===== config.mk =====
export PLATFORM = sky130hd
export DESIGN_NAME = regfile_sb_flat
export DESIGN_NICKNAME = d
export VERILOG_FILES = /design/src/rtl/regfile_sb_if.sv /design/src/rtl/regfile_sb.sv /design/src/flat_wrapper.sv
export SDC_FILE = /design/constraint.sdc
export NUM_CORES = 2
export LEC_CHECK = 0
export CAP_MARGIN = 25
export CORE_ASPECT_RATIO = 0.9
export CORE_UTILIZATION = 57
export CTS_BUF_LIST = sky130_fd_sc_hd__clkbuf_8 sky130_fd_sc_hd__clkbuf_16
export DETAILED_ROUTE_END_ITERATION = 12
export GPL_TIMING_DRIVEN = 0
export PLACE_DENSITY_LB_ADDON = 0.25
export SYNTH_ARGS = -nofsm -noshare
export SYNTH_HDL_FRONTEND = slang
export SYNTH_SLANG_ARGS = --single-unit
export TNS_END_PERCENT = 20

===== constraint.sdc =====
create_clock -name clk -period 3 [get_ports clk]
set_clock_uncertainty 0.2 [all_clocks]
set_input_delay 0.6 -clock clk [delete_from_list [all_inputs] [get_ports clk]]
set_output_delay 0.6 -clock clk [all_outputs]
set_load 0.05 [all_outputs]

===== src/rtl/regfile_sb_if.sv =====
// regfile_sb_if
//   Bus bundle between the register file and its client (decode/writeback).
//   Ports carried:
//     rd_addr      NRD packed read indices, port i at [i*ADDR_W +: ADDR_W]
//     rd_data      NRD packed read data (combinational from the slave)
//     rd_busy      scoreboard busy per read port (combinational)
//     wr_en/wr_addr/wr_data  single write port
//     of_control   overflow policy for the write port
//     sb_set/sb_addr         scoreboard set request
//     overflow_err registered trap pulse
//   master: the client side, slave: the register file.
interface regfile_sb_if #(
  parameter int DATA_W = 32,
  parameter int ADDR_W = 5,
  parameter int NRD    = 2
) ();
  logic [NRD*ADDR_W-1:0] rd_addr;
  logic [NRD*DATA_W-1:0] rd_data;
  logic [NRD-1:0]        rd_busy;
  logic                  wr_en;
  logic [ADDR_W-1:0]     wr_addr;
  logic [DATA_W-1:0]     wr_data;
  logic [1:0]            of_control;
  logic                  sb_set;
  logic [ADDR_W-1:0]     sb_addr;
  logic                  overflow_err;

  modport master (
    output rd_addr, wr_en, wr_addr, wr_data, of_control, sb_set, sb_addr,
    input  rd_data, rd_busy, overflow_err
  );

  modport slave (
    input  rd_addr, wr_en, wr_addr, wr_data, of_control, sb_set, sb_addr,
    output rd_data, rd_busy, overflow_err
  );
endinterface


===== src/rtl/regfile_sb.sv =====
// regfile_sb
//   Multi-port general-purpose register file with per-register scoreboard
//   busy bits and an overflow-flag side channel.
//   Ports:
//     clk  rising-edge clock for all state
//     rst  synchronous active-high reset
//     bus  regfile_sb_if.slave: NRD combinational read ports with write
//          bypass and busy lookup, one write port with overflow policy,
//          scoreboard set port, registered overflow_err pulse.
//   Register 0 is hard-wired to zero and never busy.
module regfile_sb #(
  parameter int              DATA_W   = 32,
  parameter int              ADDR_W   = 5,
  parameter int              NRD      = 2,
  parameter int              GP_IDX   = 28,
  parameter logic [DATA_W-1:0] GP_INIT = 32'h00001800,
  parameter int              SP_IDX   = 29,
  parameter logic [DATA_W-1:0] SP_INIT = 32'h00002ffc,
  parameter int              FLAG_IDX = 30
) (
  input  logic        clk,
  input  logic        rst,
  regfile_sb_if.slave bus
);

  localparam int DEPTH = 2 ** ADDR_W;
  localparam logic [ADDR_W-1:0] FLAG_A = ADDR_W'(FLAG_IDX);
  localparam logic [ADDR_W-1:0] ZERO_A = {ADDR_W{1'b0}};

  logic [DATA_W-1:0] r_mem [DEPTH];
  logic [DEPTH-1:0]  r_busy;
  logic              r_ovf_err;

  logic              w_wr_nz;
  logic              w_trap;
  logic              w_commit;
  logic              w_flag_upd;
  logic [DEPTH-1:0]  w_busy_nxt;

  // A trap suppresses the data write but not the flag update or busy release.
  assign w_wr_nz    = (bus.wr_addr != ZERO_A);
  assign w_trap     = bus.wr_en & (bus.of_control == 2'b11);
  assign w_commit   = bus.wr_en & w_wr_nz & ~(bus.of_control == 2'b11);
  assign w_flag_upd = bus.of_control[1] & w_wr_nz;

  // Register array update: write port first, then flag bit 0 overrides it.
  always_ff @(posedge clk) begin
    if (rst) begin
      for (int i = 0; i < DEPTH; i++) begin
        if (i == GP_IDX) begin
          r_mem[i] <= GP_INIT;
        end else if (i == SP_IDX) begin
          r_mem[i] <= SP_INIT;
        end else begin
          r_mem[i] <= {DATA_W{1'b0}};
        end
      end
    end else begin
      if (w_commit) begin
        r_mem[bus.wr_addr] <= bus.wr_data;
      end
      if (w_flag_upd) begin
        r_mem[FLAG_A][0] <= bus.of_control[0];
      end
    end
  end

  // Next busy state per register: a new producer (set) beats a retiring one.
  genvar gb;
  generate
    for (gb = 0; gb < DEPTH; gb++) begin : g_busy
      if (gb == 0) begin : g_zero
        assign w_busy_nxt[gb] = 1'b0;
      end else begin : g_nz
        assign w_busy_nxt[gb] =
          (bus.sb_set && (bus.sb_addr == ADDR_W'(gb))) ? 1'b1 :
          (bus.wr_en  && (bus.wr_addr == ADDR_W'(gb))) ? 1'b0 :
          r_busy[gb];
      end
    end
  endgenerate

  // Scoreboard state register.
  always_ff @(posedge clk) begin
    if (rst) begin
      r_busy <= {DEPTH{1'b0}};
    end else begin
      r_busy <= w_busy_nxt;
    end
  end

  // One-cycle trap pulse; consecutive traps keep it asserted.
  always_ff @(posedge clk) begin
    if (rst) begin
      r_ovf_err <= 1'b0;
    end else begin
      r_ovf_err <= w_trap;
    end
  end

  assign bus.overflow_err = r_ovf_err;

  // Read ports: zero register, then write bypass, then stored value, with the
  // flag bit patched last so a same-cycle flag update is visible too.
  genvar gi;
  generate
    for (gi = 0; gi < NRD; gi++) begin : g_rd
      logic [ADDR_W-1:0] w_idx;
      logic              w_idx_nz;
      logic [DATA_W-1:0] w_base;
      logic              w_flag_hit;

      assign w_idx      = bus.rd_addr[gi*ADDR_W +: ADDR_W];
      assign w_idx_nz   = (w_idx != ZERO_A);
      assign w_base     = !w_idx_nz                            ? {DATA_W{1'b0}} :
                          (w_commit && (w_idx == bus.wr_addr)) ? bus.wr_data    :
                          r_mem[w_idx];
      assign w_flag_hit = w_flag_upd & w_idx_nz & (w_idx == FLAG_A);

      assign bus.rd_data[gi*DATA_W +: DATA_W] =
        {w_base[DATA_W-1:1], (w_flag_hit ? bus.of_control[0] : w_base[0])};

      // A writeback to the same index this cycle releases the stall early.
      assign bus.rd_busy[gi] = w_idx_nz & r_busy[w_idx] &
                               ~(bus.wr_en & (bus.wr_addr == w_idx));
    end
  endgenerate

endmodule


===== src/flat_wrapper.sv =====
// flat-port wrapper written by rule: the top's interface ports become plain ports
module regfile_sb_flat 
#(
  parameter int              DATA_W   = 32,
  parameter int              ADDR_W   = 5,
  parameter int              NRD      = 2,
  parameter int              GP_IDX   = 28,
  parameter logic [DATA_W-1:0] GP_INIT = 32'h00001800,
  parameter int              SP_IDX   = 29,
  parameter logic [DATA_W-1:0] SP_INIT = 32'h00002ffc,
  parameter int              FLAG_IDX = 30
)
  (clk, rst, bus_rd_addr, bus_wr_en, bus_wr_addr, bus_wr_data, bus_of_control, bus_sb_set, bus_sb_addr, bus_rd_data, bus_rd_busy, bus_overflow_err);
  regfile_sb_if #(.DATA_W(DATA_W), .ADDR_W(ADDR_W), .NRD(NRD)) bus_i ();
  input  logic clk;
  input  logic rst;
  input wire logic [$bits(bus_i.rd_addr)-1:0] bus_rd_addr;
  input wire logic [$bits(bus_i.wr_en)-1:0] bus_wr_en;
  input wire logic [$bits(bus_i.wr_addr)-1:0] bus_wr_addr;
  input wire logic [$bits(bus_i.wr_data)-1:0] bus_wr_data;
  input wire logic [$bits(bus_i.of_control)-1:0] bus_of_control;
  input wire logic [$bits(bus_i.sb_set)-1:0] bus_sb_set;
  input wire logic [$bits(bus_i.sb_addr)-1:0] bus_sb_addr;
  output wire logic [$bits(bus_i.rd_data)-1:0] bus_rd_data;
  output wire logic [$bits(bus_i.rd_busy)-1:0] bus_rd_busy;
  output wire logic [$bits(bus_i.overflow_err)-1:0] bus_overflow_err;
  assign bus_i.rd_addr = bus_rd_addr;
  assign bus_i.wr_en = bus_wr_en;
  assign bus_i.wr_addr = bus_wr_addr;
  assign bus_i.wr_data = bus_wr_data;
  assign bus_i.of_control = bus_of_control;
  assign bus_i.sb_set = bus_sb_set;
  assign bus_i.sb_addr = bus_sb_addr;
  assign bus_rd_data = bus_i.rd_data;
  assign bus_rd_busy = bus_i.rd_busy;
  assign bus_overflow_err = bus_i.overflow_err;
  regfile_sb #(.DATA_W(DATA_W), .ADDR_W(ADDR_W), .NRD(NRD), .GP_IDX(GP_IDX), .GP_INIT(GP_INIT), .SP_IDX(SP_IDX), .SP_INIT(SP_INIT), .FLAG_IDX(FLAG_IDX)) u_core (.clk(clk), .rst(rst), .bus(bus_i));
endmodule

==> impl_metrics.env <==
export IMPL_placed_area_um2=61700
export IMPL_worstMarginPinSlew_ps=1290
export IMPL_start_util=0.576
export IMPL_area_growth_pct=26.9
export IMPL_cts_max_level=3
export IMPL_slew_headroom=0.136
export IMPL_required_ps=2200
export IMPL_start_kind="input port"
export IMPL_ir_drop_mv=0.508
export IMPL_insertion_delay_ps=730
export IMPL_clkTransAtPathRegs_ps=60
export IMPL_drv_slew=0
export IMPL_status="finished with violations"
export IMPL_cts_root_buf="clkbuf_16"
export IMPL_criticalPathCategory="in2out"
export IMPL_ys_ff_latch=1056
export IMPL_cts_sinks=1056
export IMPL_crit_path_start="bus_rd_addr[5]"
export IMPL_setup_viol=280
export IMPL_async_flop_share=0
export IMPL_cts_inserted_buffers=108
export IMPL_drtPass1Iterations=6
export IMPL_synthCells=4317
export IMPL_synth_area_leaders="edfxtp_1 53%, mux4_2 13%, and2_1 11%"
export IMPL_timing_fmax_mhz=269
export IMPL_io_pins=125
export IMPL_synth_top_area_cell="edfxtp_1"
export IMPL_hold_class="in2reg"
export IMPL_critPathTopFamily="compound AO/OA/AOI/OAI gates"
export IMPL_power_density_nw_per_um2=532
export IMPL_crit_chain="buf_16 > buf_16 > buf_16 > mux4_2 > o211ai_1 > o21ai_2 > o22ai_4 > nor2_4 > buf_6"
export IMPL_coreArea_um2=100000
export IMPL_antenna_left=0
export IMPL_vias=47101
export IMPL_syn_avg_cell_area_um2=13.4
export IMPL_routed_wl_um=280000
export IMPL_maxCapViolations=0
export IMPL_critical_path_max_stage_delay_ps=560
export IMPL_power_leakage_nw=26.4
export IMPL_critPathArrivalTime_ps=2910
export IMPL_fin_ws_ps=-711
export IMPL_die_area_um2=102000
export IMPL_synth_edff_count=1024
export IMPL_yosysWarnings=0
export IMPL_hold_viol=0
export IMPL_instances_no_fill=6251
export IMPL_cts_hold_buf=0
export IMPL_netlist_area_um2=57600
export IMPL_wl_per_cell_um=44.8
export IMPL_place_inst=5833
export IMPL_ys_flop_type="edfxtp_1"
export IMPL_grt_pass1_wl_um=355000
export IMPL_cts_tree="built"
export IMPL_reg2reg_from="u_core.r_busy[3]$_SDFFE_PP0P_"
export IMPL_die_x_um=337
export IMPL_fillers=6430
export IMPL_cp_end_kind="output port"
export IMPL_grt_ovfl_total=0
export IMPL_crit_buf_inv=4
export IMPL_rows=110
export IMPL_period_needed_ps=3710
export IMPL_ys_types=57
export IMPL_hpwlAfterDp_um=194000
export IMPL_vias_per_cell=7.53
export IMPL_critPathMaxFanout=8
export IMPL_io_buffers=109
export IMPL_post_route_period_util=1.24
export IMPL_crit_top_cell="buf_16"
export IMPL_route_detailed_drc=0
export IMPL_final_cell_area_um2=73100
export IMPL_rsz0062_at_grt="true"
export IMPL_globalplace_congestion=1.09
export IMPL_critical_path_slowest_cell="o211ai_1"
export IMPL_yosysTopAreaCellShare=0.533
export IMPL_grt_pass1_vias=42561
export IMPL_yosysSeqAreaShare=0.545
export IMPL_grt_use_total=0.522
export IMPL_drive_gt1_frac=0.330
export IMPL_cts_buffer_depth=3
export IMPL_grt_antenna_before_repair=17
export IMPL_die_height_um=304
export IMPL_grt_start_max_net_pins=33
export IMPL_violations="negative setup slack"
export IMPL_hp_start="bus_sb_addr[3]"
export IMPL_drt_iter0_drc=8755
export IMPL_fin_nets=4863
final timing paths:
path                                     to  slack (ps)  cells after the start
max                         bus_rd_data[49]        -710                      9
min          u_core.r_busy[15]$_SDFFE_PP0P_          80                      3
max reg2reg   u_core.r_busy[3]$_SDFFE_PP0P_        2090                      2
min reg2reg   u_core.r_busy[8]$_SDFFE_PP0P_         300                      2
timing repair:
item | 4_1_cts | 5_1_grt
gates cloned | 3 | 19
pin swaps | 38 | 176
setup endpoints to repair | 1497 | 1748
gates resized for setup | 1213 | 615
buffers inserted | 37 | 152
worst min-delay path, delay by kind of cell:
family | cells | cell delay [ps]
buf+inv | 1 | 190
simple gates | 1 | 110
compound gates | 1 | 60
layout by cell type (no fill, tap or decap), types with 23 or more instances in the layout:
cell type,instances
edfxtp_1,1024
and2_1,982
mux2i_1,382
mux4_2,328
clkbuf_1,209
buf_4,147
clkbuf_16,128
a22oi_1,106
buf_6,100
buf_12,89
nand2_1,66
a22oi_2,65
buf_16,59
buf_8,52
o21ai_2,52
nor2_1,51
or2_2,46
o22ai_4,44
nand3_2,43
nor2_4,41
o211ai_1,38
a21oi_1,38
nor3_2,38
nand3_1,37
inv_1,36
o21ai_0,36
clkdlybuf4s50_1,35
dfxtp_1,32
conb_1,32
clkbuf_4,30
clkbuf_2,27
o21ai_1,26
clkinv_1,25
nor2b_1,23
a21oi_2,23
power by group:
group	internal [mW]	switching [mW]	total, mW
combinational	2.91	4.81	7.72
clock	7.59	6.17	13.8
sequential	17.0	0.464	17.4
total	27.5	11.4	38.9
logic make-up (layout without fill, tap and decap cells):
kind of cell,Yosys count,after routing,share of synthesized area
XOR/XNOR,8,8,0.00122
other,1,47,0.0000651
AO/OA/AOI/OAI,571,571,0.0657
flip-flops,1056,1056,0.545
buffers and inverters,463,1005,0.0372
multiplexers,759,759,0.203
AND/OR/NAND/NOR,1459,1461,0.148
stage by stage:
stage / power, mW / hold slack, ps / util / setup TNS [ps] / setup WS (ps)
after floorplan: 20.8 / 255 / - / -3320 / -178
after global placement: 23.3 / 275 / 0.612 / -2640330 / -3110
after detailed placement: 23.5 / 284 / 0.617 / -2153190 / -3190
after CTS: 37.3 / 63.0 / 0.685 / -472050 / -590
after global routing: 39.1 / 92.3 / 0.731 / -38470 / -675
final: 38.9 / 78.7 / 0.731 / -56870 / -711
cells in the mapped netlist, types with 63 or more instances:
cell	instances
clkbuf_1	311
nand2_1	68
o22ai_1	66
mux2i_1	409
mux4_2	328
buf_2	64
a22oi_1	171
o21ai_0	83
or2_2	63
nor2_1	113
edfxtp_1	1024
nand3_1	96
a21oi_1	81
and2_1	986
sequential cells by signal (all words and copies together), names as in the netlist:
name,flops
u_core.bus.overflow_err,1
u_core.r_mem,1024
u_core.r_busy,31
metal layers:
metal | routed length (um) | global-route usage | part of all wire
met5 | 29 | 0 | 0.00010
met4 | 31500 | 0.431 | 0.11
met3 | 47000 | 0.201 | 0.17
met2 | 112000 | 0.705 | 0.40
met1 | 90100 | 0.662 | 0.32
cell type report:
class                      count  area [um^2]  share of cell area
tap                         1344         1680              0.0230
clock buffer                 109         2730              0.0373
buffer                       447         4460              0.0609
antenna                       15         37.5            0.000513
timing repair buffer         354         4330              0.0592
inverter                       7         26.3            0.000359
clock inverter                88          724             0.00991
multi-input combinational   2831        27800               0.380
sequential                  1056        31400               0.429
Note: power is estimated with default switching activity, not from simulation.
